File: src/rtl/link_test_sequencer.sv
// Run-control FSM for the PRBS7 receive extractor: reset, lock wait,
// windowed error accumulation with retry, and pass/fail reporting.
module link_test_sequencer #(
    parameter int RST_CYCLES   = 4,
    parameter int LOCK_TIMEOUT = 65536,
    parameter int WINDOW       = 1048576,
    parameter int MAX_RETRY    = 3,
    parameter int ERR_W        = 7,
    parameter int ACC_W        = 32
) (
    input  logic             clk,
    input  logic             reset,
    input  logic             start,
    input  logic             abort,
    input  logic             bypass_cfg,
    input  logic             aligned_in,
    input  logic [ERR_W-1:0] err_in,
    output logic             ext_reset,
    output logic             bypass,
    output logic             busy,
    output logic             done,
    output logic             pass,
    output logic             timeout,
    output logic [3:0]       attempts,
    output logic [ACC_W-1:0] err_total
);

    localparam int CNT_MAX0 =
        (RST_CYCLES > LOCK_TIMEOUT) ? RST_CYCLES : LOCK_TIMEOUT;
    localparam int CNT_MAX =
        (CNT_MAX0 > WINDOW) ? CNT_MAX0 : WINDOW;
    localparam int CNT_W = (CNT_MAX > 1) ? $clog2(CNT_MAX) : 1;

    localparam logic [CNT_W-1:0] RST_LAST  = CNT_W'(RST_CYCLES - 1);
    localparam logic [CNT_W-1:0] LOCK_LAST = CNT_W'(LOCK_TIMEOUT - 1);
    localparam logic [CNT_W-1:0] WIN_LAST  = CNT_W'(WINDOW - 1);
    localparam logic [4:0]       ATT_LIMIT = 5'(MAX_RETRY + 1);

    typedef enum logic [2:0] {
        IDLE,
        RST,
        LOCK,
        MEAS,
        DONE
    } stateT;

    stateT            state, stateNext;
    logic [CNT_W-1:0] count, countNext;
    logic             extResetNext, bypassNext, busyNext;
    logic             doneNext, passNext, timeoutNext;
    logic [3:0]       attemptsNext;
    logic [ACC_W-1:0] errNext;
    logic             failNow;

    // Saturating accumulate of this cycle's error count.
    logic [ACC_W:0]   sum;
    logic [ACC_W-1:0] sumSat;

    assign sum = {1'b0, err_total}
               + {{(ACC_W + 1 - ERR_W){1'b0}}, err_in};
    assign sumSat = sum[ACC_W] ? '1 : sum[ACC_W-1:0];

    always_comb begin
        stateNext    = state;
        countNext    = count;
        extResetNext = ext_reset;
        bypassNext   = bypass;
        busyNext     = busy;
        doneNext     = 1'b0;
        passNext     = pass;
        timeoutNext  = timeout;
        attemptsNext = attempts;
        errNext      = err_total;
        failNow      = 1'b0;

        unique case (state)
            IDLE, DONE: begin
                if (start) begin
                    stateNext    = RST;
                    countNext    = '0;
                    extResetNext = 1'b1;
                    bypassNext   = bypass_cfg;
                    busyNext     = 1'b1;
                    passNext     = 1'b0;
                    timeoutNext  = 1'b0;
                    attemptsNext = 4'd1;
                    errNext      = '0;
                end
            end
            RST: begin
                if (count == RST_LAST) begin
                    stateNext    = LOCK;
                    countNext    = '0;
                    extResetNext = 1'b0;
                end else begin
                    countNext = count + 1'b1;
                end
            end
            LOCK: begin
                if (aligned_in) begin
                    stateNext = MEAS;
                    countNext = '0;
                    errNext   = '0;
                end else if (count == LOCK_LAST) begin
                    failNow = 1'b1;
                end else begin
                    countNext = count + 1'b1;
                end
            end
            MEAS: begin
                if (!aligned_in) begin
                    failNow = 1'b1;
                end else begin
                    errNext = sumSat;
                    if (count == WIN_LAST) begin
                        stateNext = DONE;
                        doneNext  = 1'b1;
                        busyNext  = 1'b0;
                        passNext  = (sumSat == '0);
                    end else begin
                        countNext = count + 1'b1;
                    end
                end
            end
            default: ;
        endcase

        if (failNow) begin
            if ({1'b0, attempts} < ATT_LIMIT) begin
                stateNext    = RST;
                countNext    = '0;
                extResetNext = 1'b1;
                attemptsNext = attempts + 4'd1;
            end else begin
                stateNext   = DONE;
                doneNext    = 1'b1;
                busyNext    = 1'b0;
                passNext    = 1'b0;
                timeoutNext = 1'b1;
            end
        end

        // Abort beats everything, including a same-cycle start.
        if (abort) begin
            stateNext    = IDLE;
            countNext    = count;
            extResetNext = 1'b1;
            bypassNext   = bypass;
            busyNext     = 1'b0;
            doneNext     = 1'b0;
            passNext     = pass;
            timeoutNext  = timeout;
            attemptsNext = attempts;
            errNext      = err_total;
        end
    end

    always_ff @(posedge clk) begin
        if (reset) begin
            state     <= IDLE;
            count     <= '0;
            ext_reset <= 1'b1;
            bypass    <= 1'b0;
            busy      <= 1'b0;
            done      <= 1'b0;
            pass      <= 1'b0;
            timeout   <= 1'b0;
            attempts  <= '0;
            err_total <= '0;
        end else begin
            state     <= stateNext;
            count     <= countNext;
            ext_reset <= extResetNext;
            bypass    <= bypassNext;
            busy      <= busyNext;
            done      <= doneNext;
            pass      <= passNext;
            timeout   <= timeoutNext;
            attempts  <= attemptsNext;
            err_total <= errNext;
        end
    end

endmodule

File: config.mk
export PLATFORM = sky130hd
export DESIGN_NAME = link_test_sequencer
export DESIGN_NICKNAME = d
export VERILOG_FILES = /design/src/rtl/link_test_sequencer.sv
export SDC_FILE = /design/constraint.sdc
export NUM_CORES = 1
export LEC_CHECK = 0
export BUFFER_PORTS_ARGS = -buffer_cell sky130_fd_sc_hd__buf_2
export CORE_UTILIZATION = 45
export DETAILED_ROUTE_END_ITERATION = 6
export PLACE_DENSITY_LB_ADDON = 0.12
export SYNTH_ARGS = -nofsm -noshare
export SYNTH_HDL_FRONTEND = slang
export SYNTH_SLANG_ARGS = --single-unit
File: constraint.sdc
create_clock -name clk -period 4.3 [get_ports clk]
set_clock_uncertainty 0.15 [all_clocks]
set_input_delay 0.43 -clock clk [delete_from_list [all_inputs] [get_ports clk]]
set_output_delay 0.43 -clock clk [all_outputs]
set_load 0.02 [all_outputs]
# [Word-level counts from Yosys, hierarchy flattened]
# Cells that the tools add are included.
[word_totals] ff_bits=65 inputBits=13 out_inout_bits=42 wordCells=95
[op_classes] n_addsub=3 magnitude_cmp=1 eq_ne=15 mux=56 n_bitwise=1 reduce_logical=9
[op_table] op="20-bit 2-to-1 mux" count=8
[op_table] op="32-bit 2-to-1 mux" count=4
[op_table] op="32-bit case mux with 3 select lines" count=1
[op_table] op="20-bit case mux with 4 select lines" count=1
[op_table] op="32-bit by 7-bit adder with 33-bit output" count=1
[op_table] op="32-bit zero test" count=1
[op_table] op="1-bit 2-to-1 mux" count=26
[op_table] op="3-bit 2-to-1 mux" count=7
[op_table] op="20-bit by 1-bit adder with 20-bit output (second input constant)" count=1
[op_table] op="20-bit by 16-bit == test with 1-bit output (second input constant)" count=1
[op_table] op="20-bit by 2-bit == test with 1-bit output (second input constant)" count=1
[op_table] op="20-bit == test (second input constant)" count=1
[op_table] op="4-bit 2-to-1 mux" count=4
[op_table] op="3-bit inequality test (second input constant)" count=5
[op_table] op="3-bit case mux with 4 select lines" count=1
[op_table] op="1-bit case mux with 2 select lines" count=4
[op_table] op="3-bit by 2-bit == test with 1-bit output (second input constant)" count=2
[op_table] op="2-bit inequality test (second input constant)" count=3
[op_table] op="6-bit AND reduction" count=1
[op_table] op="5-bit AND reduction" count=1
[op_table] op="5-bit nonzero test" count=1
[op_table] op="4-bit by 1-bit adder with 4-bit output (second input constant)" count=1
[op_table] op="4-bit by 3-bit < comparator with 1-bit output (second input constant)" count=1
[op_table] op="2-bit OR reduction" count=2
[op_table] op="other kinds (6)" count=6

# [Depth between registers and ports, before layout]
# Gate-level depths: netlist of run 1.
[logic_depth] word_depth=8 depth_mapped=10 ltp_nobuf=9

# [Least setup slack after synthesis of run 1]
# OpenSTA, ideal clock, no wires.
[synth_timing] path_kind="input to register" startpoint="in err_in[2]" endpoint="reg pass" arrival_time_ns=2.529 t_required_ns=4.092 slack_ns=1.563 cell_stages=9 cell_sequence="ha_1 o211ai_1 o211ai_1 and2_1 clkbuf_1 nand3_1 xnor2_1 a2111oi_0 a31o_2"
[synth_between] elab_chain_cells=8
[synth_lines] item="start, declared" line_no="17" text="input logic [ERR_W-1:0] err_in,"
[synth_lines] item="32-bit by 7-bit adder with 33-bit output *" line_no="60" text="+ {{(ACC_W + 1 - ERR_W){1'b0}}, err_in};"
[synth_lines] item="32-bit 2-to-1 mux *" line_no="61" text="assign sumSat = sum[ACC_W] ? '1 : sum[ACC_W-1:0];"
[synth_lines] item="32-bit zero test *" line_no="119" text="passNext = (sumSat == '0);"
[synth_lines] item="1-bit 2-to-1 mux *" line_no="115" text="if (count == WIN_LAST) begin"
[synth_lines] item="1-bit 2-to-1 mux *" line_no="111" text="if (!aligned_in) begin"
[synth_lines] item="1-bit case mux with 2 select lines *" line_no="76" text="unique case (state)"
[synth_lines] item="1-bit 2-to-1 mux" line_no="129" text="if ({1'b0, attempts} < ATT_LIMIT) begin"
[synth_lines] item="1-bit 2-to-1 mux *" line_no="128" text="if (failNow) begin"
[synth_lines] item="end signal, assigned" line_no="177" text="pass <= passNext;"
[synth_lines] item="end, declared" line_no="22" text="output logic pass,"
# Every way passes the cells marked *; elsewhere a longest branch is shown, timed or not.
# A chain may end at the register's enable or synchronous reset.

# [Final worst setup path of run 1]
[layout_timing] startpoint="reg err_total[2]" endpoint="reg pass"
[layout_between] elab_chain_cells=8
[layout_lines] item="start, declared" line_no="25" text="output logic [ACC_W-1:0] err_total"
[layout_lines] item="start signal, assigned" line_no="180" text="err_total <= errNext;"
[layout_lines] item="32-bit by 7-bit adder with 33-bit output *" line_no="60"
[layout_lines] item="32-bit 2-to-1 mux *" line_no="61"
[layout_lines] item="32-bit zero test *" line_no="119"
[layout_lines] item="1-bit 2-to-1 mux *" line_no="115"
[layout_lines] item="1-bit 2-to-1 mux *" line_no="111"
[layout_lines] item="1-bit case mux with 2 select lines *" line_no="76"
[layout_lines] item="1-bit 2-to-1 mux" line_no="129"
[layout_lines] item="1-bit 2-to-1 mux *" line_no="128"
# Marked as above.

==> results of run 1 <==
-- stage by stage --
stage / hold slack, ps / setup slack (ps) / total power, mW / utilization (%) / instance area (sq um)
global route: 153 / 853 / 1.30 / 51.7 / 5030
CTS: 149 / 1080 / 1.26 / 51.7 / 5030
finish: 161 / 990 / 1.25 / 51.7 / 5030
global placement: 307 / 844 / 0.712 / 49.6 / 4820
detailed placement: 316 / 883 / 0.713 / 49.6 / 4820
floorplan: 320 / 1560 / 0.682 / - / 4500
-- metal layers --
layer / up-vias / wire length (um) / track usage, %
met1: 2360 / 6780 / 41.7
met3: 14 / 1190 / 5.95
met2: 209 / 5980 / 40.6
met5: - / 0 / 0
li1: 2391 / - / -
met4: 0 / 144 / 7.14
-- worst register-to-register path: cells and delay by family, from the launching register on --
kind	cells	cell delay, ps
AOI/OAI and AO/OA	4	1180
adders and majority gates	1	370
DFF	1	330
and+or+nand+nor	3	1240
-- path summary, 6_finish.rpt --
path                              from                        end  cells after the start
max reg2reg  err_total[2]$_SDFFE_PP0P_          pass$_SDFFE_PP0N_                      8
min                         bypass_cfg        bypass$_SDFFE_PP0P_                      3
max          err_total[2]$_SDFFE_PP0P_          pass$_SDFFE_PP0N_                      8
min reg2reg  err_total[2]$_SDFFE_PP0P_  err_total[2]$_SDFFE_PP0P_                      2
-- synthesized netlist by cell type, types with 8 or more instances --
library cell | count | area (sq um)
sky130_fd_sc_hd__a211oi_1 | 8 | 60.1
sky130_fd_sc_hd__a21oi_1 | 53 | 265
sky130_fd_sc_hd__a31oi_1 | 14 | 87.6
sky130_fd_sc_hd__and2_1 | 11 | 68.8
sky130_fd_sc_hd__and3_1 | 11 | 68.8
sky130_fd_sc_hd__clkbuf_1 | 31 | 116
sky130_fd_sc_hd__dfxtp_1 | 65 | 1300
sky130_fd_sc_hd__ha_1 | 9 | 113
sky130_fd_sc_hd__inv_1 | 9 | 33.8
sky130_fd_sc_hd__nand2_1 | 69 | 259
sky130_fd_sc_hd__nand3_1 | 26 | 130
sky130_fd_sc_hd__nand4_1 | 23 | 144
sky130_fd_sc_hd__nor2_1 | 47 | 176
sky130_fd_sc_hd__nor3_1 | 24 | 120
sky130_fd_sc_hd__nor4_1 | 17 | 106
sky130_fd_sc_hd__o211ai_1 | 12 | 90.1
sky130_fd_sc_hd__o21ai_0 | 62 | 310
sky130_fd_sc_hd__xor2_1 | 8 | 70.1
-- cells by family after synthesis --
logic type	after synthesis	share of synthesized area, %
AO/OA/AOI/OAI	204	28.4
XOR/XNOR	14	2.72
adder cells (fa/ha/maj)	10	2.95
buffers and inverters	46	4.11
flip-flops	65	28.9
multiplexers	7	1.58
AND/OR/NAND/NOR	270	31.3
-- power by group through the flow --
stage,clock (mW),sequential [mW],combinational (mW)
6_report,0.548,0.606,0.0933
4_1_cts,0.562,0.606,0.0925
5_1_grt,0.589,0.607,0.102
3_3_place_gp,0,0.621,0.0912
2_1_floorplan,0,0.621,0.0610
3_5_place_dp,0,0.621,0.0921
-- final cells by class --
type | instances | area (sq um) | area share (%)
multi-input cells | 505 | 3020 | 60.1
clock inverters | 6 | 66.3 | 1.32
well taps | 133 | 166 | 3.31
clock buffers | 10 | 138 | 2.74
repair buffers | 58 | 300 | 5.97
flip-flops and latches | 65 | 1300 | 25.9
inverters | 9 | 33.8 | 0.672
-- sequential cells by signal, indices dropped and copies added, names as in the netlist --
register   cells
err_total     32
count         20
attempts       4
state          3
busy           1
bypass         1
done           1
ext_reset      1
pass           1
timeout        1
-- cells in the final DEF, fill, tap and decap left out, drive strengths merged, types with 4 or more instances in the layout --
| cell | n |
|---|---|
| nor2b | 4 |
| a21o | 6 |
| inv | 10 |
| o41ai | 4 |
| o211ai | 12 |
| nand3 | 26 |
| xnor2 | 6 |
| and3 | 11 |
| a31oi | 14 |
| and2 | 11 |
| a311oi | 4 |
| a21oi | 53 |
| nor2 | 49 |
| nand4 | 23 |
| ha | 9 |
| a211oi | 9 |
| or3 | 6 |
| and4 | 7 |
| nor3b | 5 |
| o21ai | 64 |
| or2 | 4 |
| dfxtp | 65 |
| nor3 | 25 |
| buf | 58 |
| clkbuf | 10 |
| nand4b | 4 |
| o31ai | 7 |
| nand2 | 69 |
| xor2 | 8 |
| mux2i | 6 |
| nor4 | 18 |
==> flow_summary.rst, run 1 <==
.. list-table::
   :header-rows: 1

   * - Metric
     - Value
   * - Run status
     - completed
   * - Sequential share of power
     - between 40% and 50%
   * - Family with the most delay on the worst path
     - simple AND/OR/NAND/NOR gates
   * - Synthesized flop and latch total
     - between 60 and 70
   * - Clock tree from TritonCTS
     - built
   * - Routability congestion estimate
     - between 0.9 and 1
   * - Row Count
     - 36
   * - PostCTS Resize Cnt
     - 0
   * - Critical path data required time
     - about 4500 ps
   * - Post-CTS Repair Setup Buffers
     - 0
   * - Final routed wire length divided by cell count
     - around 18 um
   * - Worst path slowest cell
     - sky130_fd_sc_hd__o211ai_1
   * - Time the final worst path needs with I/O delays and setup
     - around 3300 ps
   * - Post-DP HPWL
     - between 10,000 and 15,000 um
   * - Average vias per placed instance
     - ~6.3
   * - Reg clk slew, reported paths
     - 80 ps
   * - Signal arrival time at the worst endpoint
     - approximately 3500 ps
   * - Most common flop cell mapped by yosys
     - sky130_fd_sc_hd__dfxtp_1
   * - Count of final max-slew check failures
     - 0
   * - Count of different cell masters after synthesis
     - 65
   * - Proportion of register bits with asynchronous set or reset after synthesis
     - 0%
   * - Sequential cell area fraction in the yosys report
     - 28.9%
   * - EDFF count, synth
     - 0
   * - Worst slew margin relative to its limit
     - around two fifths
   * - Number of iterations in the first detailed-routing pass
     - 5
   * - Setup TNS
     - 0 ps
   * - Setup repair after global routing missed its margin
     - false
   * - Die Outline Area
     - about 10,000 sq um
   * - Post-layout nets
     - 671
   * - P per Cell Area
     - approximately 250 nW/um^2
   * - Ratio of cells with drive above 1 in the final layout
     - between 10% and 20%
   * - Remaining DRCs
     - 0
   * - Initial drt markers
     - ~340
   * - Maximum level of the CTS H-tree
     - 3
   * - Number of cells in the design after placement
     - between 700 and 800
   * - WL final
     - 14,100 um
   * - Initial core utilization
     - between 40% and 50%
   * - Combinational share of power
     - 7.5%
   * - Category of the worst setup path capture point
     - flop
   * - Post-Syn Nets
     - 639
   * - Core Footprint
     - around 10000 sq um
   * - Die outline width
     - between 100 and 150 um
   * - Switching power
     - roughly 0.33 mW
   * - Min-Delay Path Class
     - in -> reg
   * - Sink count of the clock tree
     - between 60 and 70
   * - Share of the clock period used by the worst path after layout
     - between 70% and 80%
   * - Setup-failing EPs final
     - 0
   * - IO Port Bufs
     - 54
   * - Number of warnings reported in the yosys synthesis log
     - 0
   * - Maximum number of pins on one net before global-route repair
     - 52
   * - Delay of the slowest cell on the worst path
     - between 600 and 700 ps
   * - Ordered list of cells on the worst path
     - ha_1 > o211ai_1 > o211ai_1 > nand2_1 > nor3_1 > a31oi_1 > nor4_1 > a31o_2
   * - Cell type with the highest occurrence count on the critical path
     - sky130_fd_sc_hd__o211ai_1
   * - First-pass GRT wire length
     - ~23,000 um
   * - Internal
     - between 0.9 and 1 mW
   * - Post-route non-filler standard cell count
     - 786
   * - Initial antenna violation count
     - 0
   * - Via count
     - 4,974
   * - Gate Count Post-Synth
     - 616
   * - Vias in the first global route
     - about 4,400
   * - Category of the worst setup path launch point
     - flop
   * - Proportion of total power due to net switching
     - a little over a quarter
   * - Maximum buffer depth of the clock tree
     - 2
   * - Number of maximum-capacitance violations
     - 0
   * - VDD IR-drop max
     - about 0.16 mV
   * - Fillers
     - between 1,000 and 1,500
   * - Cts bufs inserted
     - 9
   * - Netlist area before placement
     - ~4500 sq um
   * - Part of the total power dissipated in the clock network
     - a little over two fifths
   * - Synth Area per Inst
     - 7.31 sq um
   * - Count of endpoints failing hold in the final timing report
     - 0
   * - Hold buffer count at cts
     - 0
   * - Layout-stage area growth over the synthesis result
     - 11.6%
   * - Clock network latency to the later pin of the worst-skew pair
     - about 360 ps
   * - Maximum frequency from static timing analysis
     - just over 300 MHz
   * - I/O pins
     - 55
   * - Clock tree root driver cell
     - sky130_fd_sc_hd__clkbuf_8
   * - Die Ht
     - 102 um
   * - Worst reg2reg setup slack
     - 990 ps
   * - Buffers and inverters on the worst path
     - 0
   * - Overall routing resource usage
     - between 20 and 30%
   * - Highest fanout seen on the critical path
     - 8
   * - Post-DRT Antenna Nets
     - 0
   * - Category of the most critical setup path
     - reg -> reg
   * - Gr ovfl total
     - 0
   * - Worst-margin pin slew
     - a little under 900 ps
   * - Number of inserted diodes
     - 0
   * - Leak Pwr
     - 1.79 nW
Power figures use the tool's default switching activity.
==> inputs of run 2 (changes only) <==
==> constraint.sdc (replaced) <==
create_clock -name clk -period 3.4 [get_ports clk]
set_clock_uncertainty 0.15 [all_clocks]
set_input_delay 0.34 -clock clk [delete_from_list [all_inputs] [get_ports clk]]
set_output_delay 0.34 -clock clk [all_outputs]
set_load 0.02 [all_outputs]
==> flow_summary.rst, run 2 (synthesized netlist as in run 1, its figures left out) <==
.. list-table::
   :header-rows: 1

   * - Metric
     - Value
   * - Run status
     - completed
   * - Die outline width
     - 102 um (unchanged)
   * - Gr ovfl total
     - 0 (unchanged)
   * - Routability congestion estimate
     - 0.982 (+5.2%)
   * - Highest fanout seen on the critical path
     - 8 (unchanged)
   * - Worst slew margin relative to its limit
     - 50.0% (+8.3 points)
   * - Min-Delay Path Class
     - in -> reg
   * - Vias in the first global route
     - 4,447 (+0.95%)
   * - Post-route non-filler standard cell count
     - 799 (+1.7%)
   * - Final routed wire length divided by cell count
     - 18.0 um (+0.36%)
   * - Ordered list of cells on the worst path
     - ha_1 > fa_1 > a211oi_1 > o21ai_1 > nand4_1 > mux2i_1 > o21ai_0 > nor4_2 > a31o_2
   * - Area of combinational cells with multiple inputs
     - 3030 sq um (+0.41%)
   * - Row Count
     - 36 (unchanged)
   * - Initial drt markers
     - 410 (+20%)
   * - Worst-margin pin slew
     - 748 ps (-124 ps)
   * - Count of final max-slew check failures
     - 0 (unchanged)
   * - Setup repair after global routing missed its margin
     - false
   * - Count of endpoints failing hold in the final timing report
     - 0 (unchanged)
   * - Maximum number of pins on one net before global-route repair
     - 52 (unchanged)
   * - Clock tree from TritonCTS
     - built
   * - Die Ht
     - 102 um (unchanged)
   * - VDD IR-drop max
     - 0.235 mV (+50%)
   * - Category of the worst setup path capture point
     - flop
   * - Most frequent cells in the layout
     - sky130_fd_sc_hd__nand2_1, sky130_fd_sc_hd__dfxtp_1, sky130_fd_sc_hd__o21ai_0
   * - Cts bufs inserted
     - 9 (unchanged)
   * - Setup TNS
     - 0 ps (unchanged)
   * - Largest register by flop count
     - err_total
   * - Clock network latency to the later pin of the worst-skew pair
     - 360 ps (about the same)
   * - Maximum buffer depth of the clock tree
     - 2 (unchanged)
   * - Setup-failing EPs final
     - 0 (unchanged)
   * - Crit path setup slack, layout
     - 216 ps (-773 ps)
   * - Ratio of cells with drive above 1 in the final layout
     - 15.8% (+1.7 points)
   * - Number of cells in the design after placement
     - 783 (+1.7%)
   * - Dpl cell area
     - 4920 sq um (+2.0%)
   * - Category of the worst setup path launch point
     - flop
   * - Start of the worst register-to-register path
     - err_total[0]$_SDFFE_PP0P_
   * - Hold Crit Start
     - bypass_cfg
   * - Overall routing resource usage
     - 28.2% (+0.21 points)
   * - IO Port Bufs
     - 54 (unchanged)
   * - Post-DRT Antenna Nets
     - 0 (unchanged)
   * - Remaining DRCs
     - 0 (unchanged)
   * - Leading registers by flop count
     - err_total: 32 flops, count: 20 flops, attempts: 4 flops
   * - Post-layout nets
     - 684 (+1.9%)
   * - Reg clk slew, reported paths
     - 80 ps (about the same)
   * - Number of iterations in the first detailed-routing pass
     - 5 (unchanged)
   * - Initial antenna violation count
     - 0 (unchanged)
   * - Number of maximum-capacitance violations
     - 0 (unchanged)
   * - Maximum frequency from static timing analysis
     - 314 MHz (+4.0%)
   * - Initial core utilization
     - 46.3% (unchanged)
   * - I/O pins
     - 55 (unchanged)
   * - Core Footprint
     - 9730 sq um (unchanged)
   * - Worst reg2reg setup slack
     - 220 ps (-770 ps)
   * - Beginning of the critical path
     - err_total[0]$_SDFFE_PP0P_
   * - Via count
     - 5,059 (+1.7%)
   * - Average vias per placed instance
     - 6.33 (about the same)
   * - Most common cell after layout, fill and taps aside
     - sky130_fd_sc_hd__nand2_1
   * - First-pass GRT wire length
     - 22,700 um (about the same)
   * - P per Cell Area
     - 308 nW/um^2 (+24%)
   * - Category of the most critical setup path
     - reg -> reg
   * - Delay of the slowest cell on the worst path
     - 470 ps (-220 ps)
   * - Critical path data required time
     - 3560 ps (-890 ps)
   * - Fin area
     - 5130 sq um (+2.0%)
   * - Clock tree root driver cell
     - sky130_fd_sc_hd__clkbuf_8
   * - Flip-flop count of the largest register, all copies and words added
     - 32 (unchanged)
   * - Final core occ
     - 52.7% (+1.0 points)
   * - Share of the clock period used by the worst path after layout
     - 93.6% (+17 points)
   * - Signal arrival time at the worst endpoint
     - 3340 ps (-120 ps)
   * - Worst path slowest cell
     - sky130_fd_sc_hd__nor4_2
   * - Time the final worst path needs with I/O delays and setup
     - 3180 ps (-127 ps)
   * - WL final
     - 14,400 um (+2.0%)
   * - Maximum level of the CTS H-tree
     - 3 (unchanged)
   * - Layout-stage area growth over the synthesis result
     - 13.9%
   * - Fillers
     - 1,011 (-1.2%)
   * - Number of inserted diodes
     - 0 (unchanged)
   * - Leak Pwr
     - 1.87 nW (+4.5%)
   * - Die Outline Area
     - 10,400 sq um (unchanged)
   * - Worst slack at placement
     - 62.8 ps (-821 ps)
   * - Post-DP HPWL
     - 10,300 um (+1.7%)
   * - Flip-flop and latch area
     - 1300 sq um (unchanged)
   * - Sink count of the clock tree
     - 65 (unchanged)
[run 2: cell types whose count changed in the layout (fill, tap and decap cells not counted)]
cell                         delta
sky130_fd_sc_hd__buf_4         +13
sky130_fd_sc_hd__clkbuf_1       +1
sky130_fd_sc_hd__clkbuf_8       -1
sky130_fd_sc_hd__clkinv_4       +1
sky130_fd_sc_hd__clkinvlp_4     -1
sky130_fd_sc_hd__nor3_2         -1
sky130_fd_sc_hd__nor3_4         +1
sky130_fd_sc_hd__nor4_1         -1
sky130_fd_sc_hd__nor4_2         +1
[run 2: worst max-delay path, delay by kind of cell (launching register included)]
kind            cells  cell delay (ps)
simple gates        2              730
compound gates      4             1020
mux                 1              250
flops               1              330
fa+ha+maj           2              640
[run 2: what timing repair did]
item                       CTS  global route
gates resized for setup      0             2
setup endpoints to repair    0            13
hold buffers                 0             0
setup buffers                0             0
[run 2: layout make-up]
cell class / instances / area share, %
Tap cell: 133 / 3.24
Clock buffer: 10 / 2.49
Sequential cell: 65 / 25.4
Multi-Input combinational cell: 505 / 59.2
Timing Repair Buffer: 71 / 7.76
Inverter: 9 / 0.659
Clock inverter: 6 / 1.32
[run 2: per-stage QoR]
| step | power (mW) | hold WS [ps] |
|---|---|---|
| floorplan | 0.863 | 320 |
| global placement | 0.905 | 306 |
| detailed placement | 0.906 | 319 |
| CTS | 1.59 | 67.6 |
| global route | 1.63 | 80.9 |
| finish | 1.58 | 68.1 |
[run 2: power breakdown]
part           leakage (nW)  total, mW  switching, mW  internal (mW)
logic                  1.25      0.123         0.0849         0.0380
clock network        0.0929      0.690          0.348          0.341
registers             0.524      0.767        0.00323          0.763
[run 2: path summary, 6_finish.rpt]
check / end / cells past startpoint
setup / recovery: pass$_SDFFE_PP0N_ / 9
hold / removal: bypass$_SDFFE_PP0P_ / 3
setup reg to reg: pass$_SDFFE_PP0N_ / 9
hold reg to reg: err_total[6]$_SDFFE_PP0P_ / 2
[run 2: metal layers]
metal	track usage [%]	vias to the layer above	part of all wire (%)
li1	-	2423	-
met1	41.1	2384	48
met2	42.6	229	43
met3	3.97	23	7.7
met4	9.12	0	1.5
met5	0	-	0
==> inputs of run 3 (changes only) <==
--- a/config.mk
+++ b/config.mk
@@ -8,6 +8,7 @@
 export BUFFER_PORTS_ARGS = -buffer_cell sky130_fd_sc_hd__buf_2
 export CORE_UTILIZATION = 45
 export DETAILED_ROUTE_END_ITERATION = 6
+export MAX_ROUTING_LAYER = met4
 export PLACE_DENSITY_LB_ADDON = 0.12
 export SYNTH_ARGS = -nofsm -noshare
 export SYNTH_HDL_FRONTEND = slang
==> flow_summary.rst, run 3 (synthesized netlist as in run 1, its figures left out) <==
.. list-table::
   :header-rows: 1

   * - Metric
     - Value
   * - Flip-flop count of the largest register, all copies and words added
     - 32 (unchanged)
   * - Via count
     - 4,982 (-1.5%)
   * - Most common cell after layout, fill and taps aside
     - sky130_fd_sc_hd__nand2_1
   * - Clock network latency to the later pin of the worst-skew pair
     - 350 ps (about the same)
   * - Highest fanout seen on the critical path
     - 8 (unchanged)
   * - PostCTS Resize Cnt
     - 0 (unchanged)
   * - Met2 layer usage reported by global route
     - 40.9% (-1.7 points)
   * - Routability congestion estimate
     - 1.00 (+1.8%)
   * - Dpl cell area
     - 4910 sq um (-0.31%)
   * - Number of cells in the design after placement
     - 781 (-0.26%)
   * - Post-DP HPWL
     - 10,400 um (+0.44%)
   * - Maximum level of the CTS H-tree
     - 3 (unchanged)
   * - VDD IR-drop max
     - 0.248 mV (+5.4%)
   * - Fin area
     - 5150 sq um (+0.49%)
   * - Layout-stage area growth over the synthesis result
     - 14.4%
   * - Post-DRT Antenna Nets
     - 0 (unchanged)
   * - Core Footprint
     - 9730 sq um (unchanged)
   * - Number of maximum-capacitance violations
     - 0 (unchanged)
   * - First-pass GRT wire length
     - 22,600 um (-0.40%)
   * - Min-Delay Path Class
     - in -> reg
   * - Initial antenna violation count
     - 0 (unchanged)
   * - Critical path data required time
     - 3550 ps (about the same)
   * - Most frequent cells in the layout
     - sky130_fd_sc_hd__nand2_1, sky130_fd_sc_hd__dfxtp_1, sky130_fd_sc_hd__o21ai_0
   * - Category of the most critical setup path
     - reg -> reg
   * - Maximum buffer depth of the clock tree
     - 2 (unchanged)
   * - Overall routing resource usage
     - 28.9% (+0.69 points)
   * - Flip-flop and latch area
     - 1300 sq um (unchanged)
   * - Setup-failing EPs final
     - 0 (unchanged)
   * - Worst-margin pin slew
     - 795 ps (+47.2 ps)
   * - Average vias per placed instance
     - 6.25 (-1.3%)
   * - WL final
     - 14,200 um (-1.3%)
   * - P per Cell Area
     - 334 nW/um^2 (+8.6%)
   * - Count of endpoints failing hold in the final timing report
     - 0 (unchanged)
   * - Ratio of cells with drive above 1 in the final layout
     - 15.5% (-0.25 points)
   * - Signal arrival time at the worst endpoint
     - 3350 ps (about the same)
   * - Number of iterations in the first detailed-routing pass
     - 5 (unchanged)
   * - Met3 Resource Use GR
     - 5.20% (+1.2 points)
   * - IO Port Bufs
     - 54 (unchanged)
   * - Share of the clock period used by the worst path after layout
     - 94.2% (+0.56 points)
   * - Maximum frequency from static timing analysis
     - 312 MHz (-0.59%)
   * - Routing usage on met1
     - 41.5% (+0.43 points)
   * - Post-layout nets
     - 682 (-0.29%)
   * - Worst slew margin relative to its limit
     - 46.8% (-3.2 points)
   * - Count of final max-slew check failures
     - 0 (unchanged)
   * - I/O pins
     - 55 (unchanged)
   * - Clock tree from TritonCTS
     - built
   * - Category of the worst setup path capture point
     - flop
   * - Remaining DRCs
     - 0 (unchanged)
   * - Post-route worst hold slack
     - 71.0 ps (+2.90 ps)
   * - Initial core utilization
     - 46.3% (unchanged)
   * - Time the final worst path needs with I/O delays and setup
     - 3200 ps (+19.0 ps)
   * - Post-CTS Repair Setup Buffers
     - 0 (unchanged)
   * - Leading registers by flop count
     - err_total: 32 flops, count: 20 flops, attempts: 4 flops
   * - Die Ht
     - 102 um (unchanged)
   * - Setup repair after global routing missed its margin
     - false
   * - Reg clk slew, reported paths
     - 80 ps (about the same)
   * - Row Count
     - 36 (unchanged)
   * - Sink count of the clock tree
     - 65 (unchanged)
   * - Fillers
     - 994 (-1.7%)
   * - Run status
     - completed
   * - Clock tree root driver cell
     - sky130_fd_sc_hd__clkbuf_8
   * - Area of combinational cells with multiple inputs
     - 3020 sq um (-0.41%)
   * - Vias in the first global route
     - 4,383 (-1.4%)
   * - Leak Pwr
     - 1.87 nW (about the same)
   * - Cts bufs inserted
     - 9 (unchanged)
   * - Hold buffer count at cts
     - 0 (unchanged)
   * - Category of the worst setup path launch point
     - flop
   * - Number of inserted diodes
     - 0 (unchanged)
   * - GRT busiest layer
     - met1
   * - Die outline width
     - 102 um (unchanged)
   * - Die Outline Area
     - 10,400 sq um (unchanged)
   * - Initial drt markers
     - 380 (-7.3%)
   * - Largest register by flop count
     - err_total
   * - Setup TNS
     - 0 ps (unchanged)
   * - Maximum number of pins on one net before global-route repair
     - 52 (unchanged)
   * - Final routed wire length divided by cell count
     - 17.8 um (-1.1%)
   * - Post-route non-filler standard cell count
     - 797 (-0.25%)
   * - Gr ovfl total
     - 0 (unchanged)
==> run 3: per-stage QoR <==
stage | total power [mW] | setup WS [ps] | utilization (%)
2_1_floorplan | 0.863 | 688 | -
3_3_place_gp | 0.902 | 145 | 50.4
3_5_place_dp | 0.903 | 99.0 | 50.4
4_1_cts | 1.74 | 241 | 53.0
5_1_grt | 1.79 | 4.05 | 53.0
6_report | 1.72 | 197 | 53.0
==> run 3: cell type report <==
class / instances / share of cell area, %
Inverter: 9 / 0.655
Clock buffer: 9 / 2.40
Sequential cell: 65 / 25.2
Multi-Input combinational cell: 505 / 58.6
Clock inverter: 7 / 2.40
Tap cell: 133 / 3.23
Timing Repair Buffer: 69 / 7.43
==> run 3: final timing paths <==
path	start	to	slack, ps	cells after the start
worst max-delay path	err_total[0]$_SDFFE_PP0P_	pass$_SDFFE_PP0N_	200	9
worst max register to register	err_total[0]$_SDFFE_PP0P_	pass$_SDFFE_PP0N_	200	9
worst min-delay path	bypass_cfg	bypass$_SDFFE_PP0P_	70	3
worst min register to register	err_total[6]$_SDFFE_PP0P_	err_total[6]$_SDFFE_PP0P_	330	2
==> run 3: report_power, final <==
part,total (mW),internal (mW),leakage (nW),switching (mW)
Combinational,0.120,0.0362,1.22,0.0836
Sequential,0.767,0.763,0.524,0.00332
Clock,0.836,0.495,0.121,0.341
Total,1.72,1.29,1.87,0.428
==> run 3: per-layer routing <==
| layer | vias to the layer above | wire length [um] |
|---|---|---|
| met5 | - | 0 |
| met2 | 192 | 6040 |
| li1 | 2426 | - |
| met4 | 0 | 173 |
| met1 | 2350 | 6920 |
| met3 | 14 | 1060 |
==> run 3: critical path, stage by stage (launching register included) <==
cell and delay, ps:
sky130_fd_sc_hd__dfxtp_1 330, sky130_fd_sc_hd__ha_1 220, sky130_fd_sc_hd__fa_1 430, sky130_fd_sc_hd__a211oi_1 360
sky130_fd_sc_hd__o21ai_1 290, sky130_fd_sc_hd__nand4_1 260, sky130_fd_sc_hd__mux2i_1 230, sky130_fd_sc_hd__o21ai_0 110
sky130_fd_sc_hd__nor4_1 540, sky130_fd_sc_hd__a31o_2 240
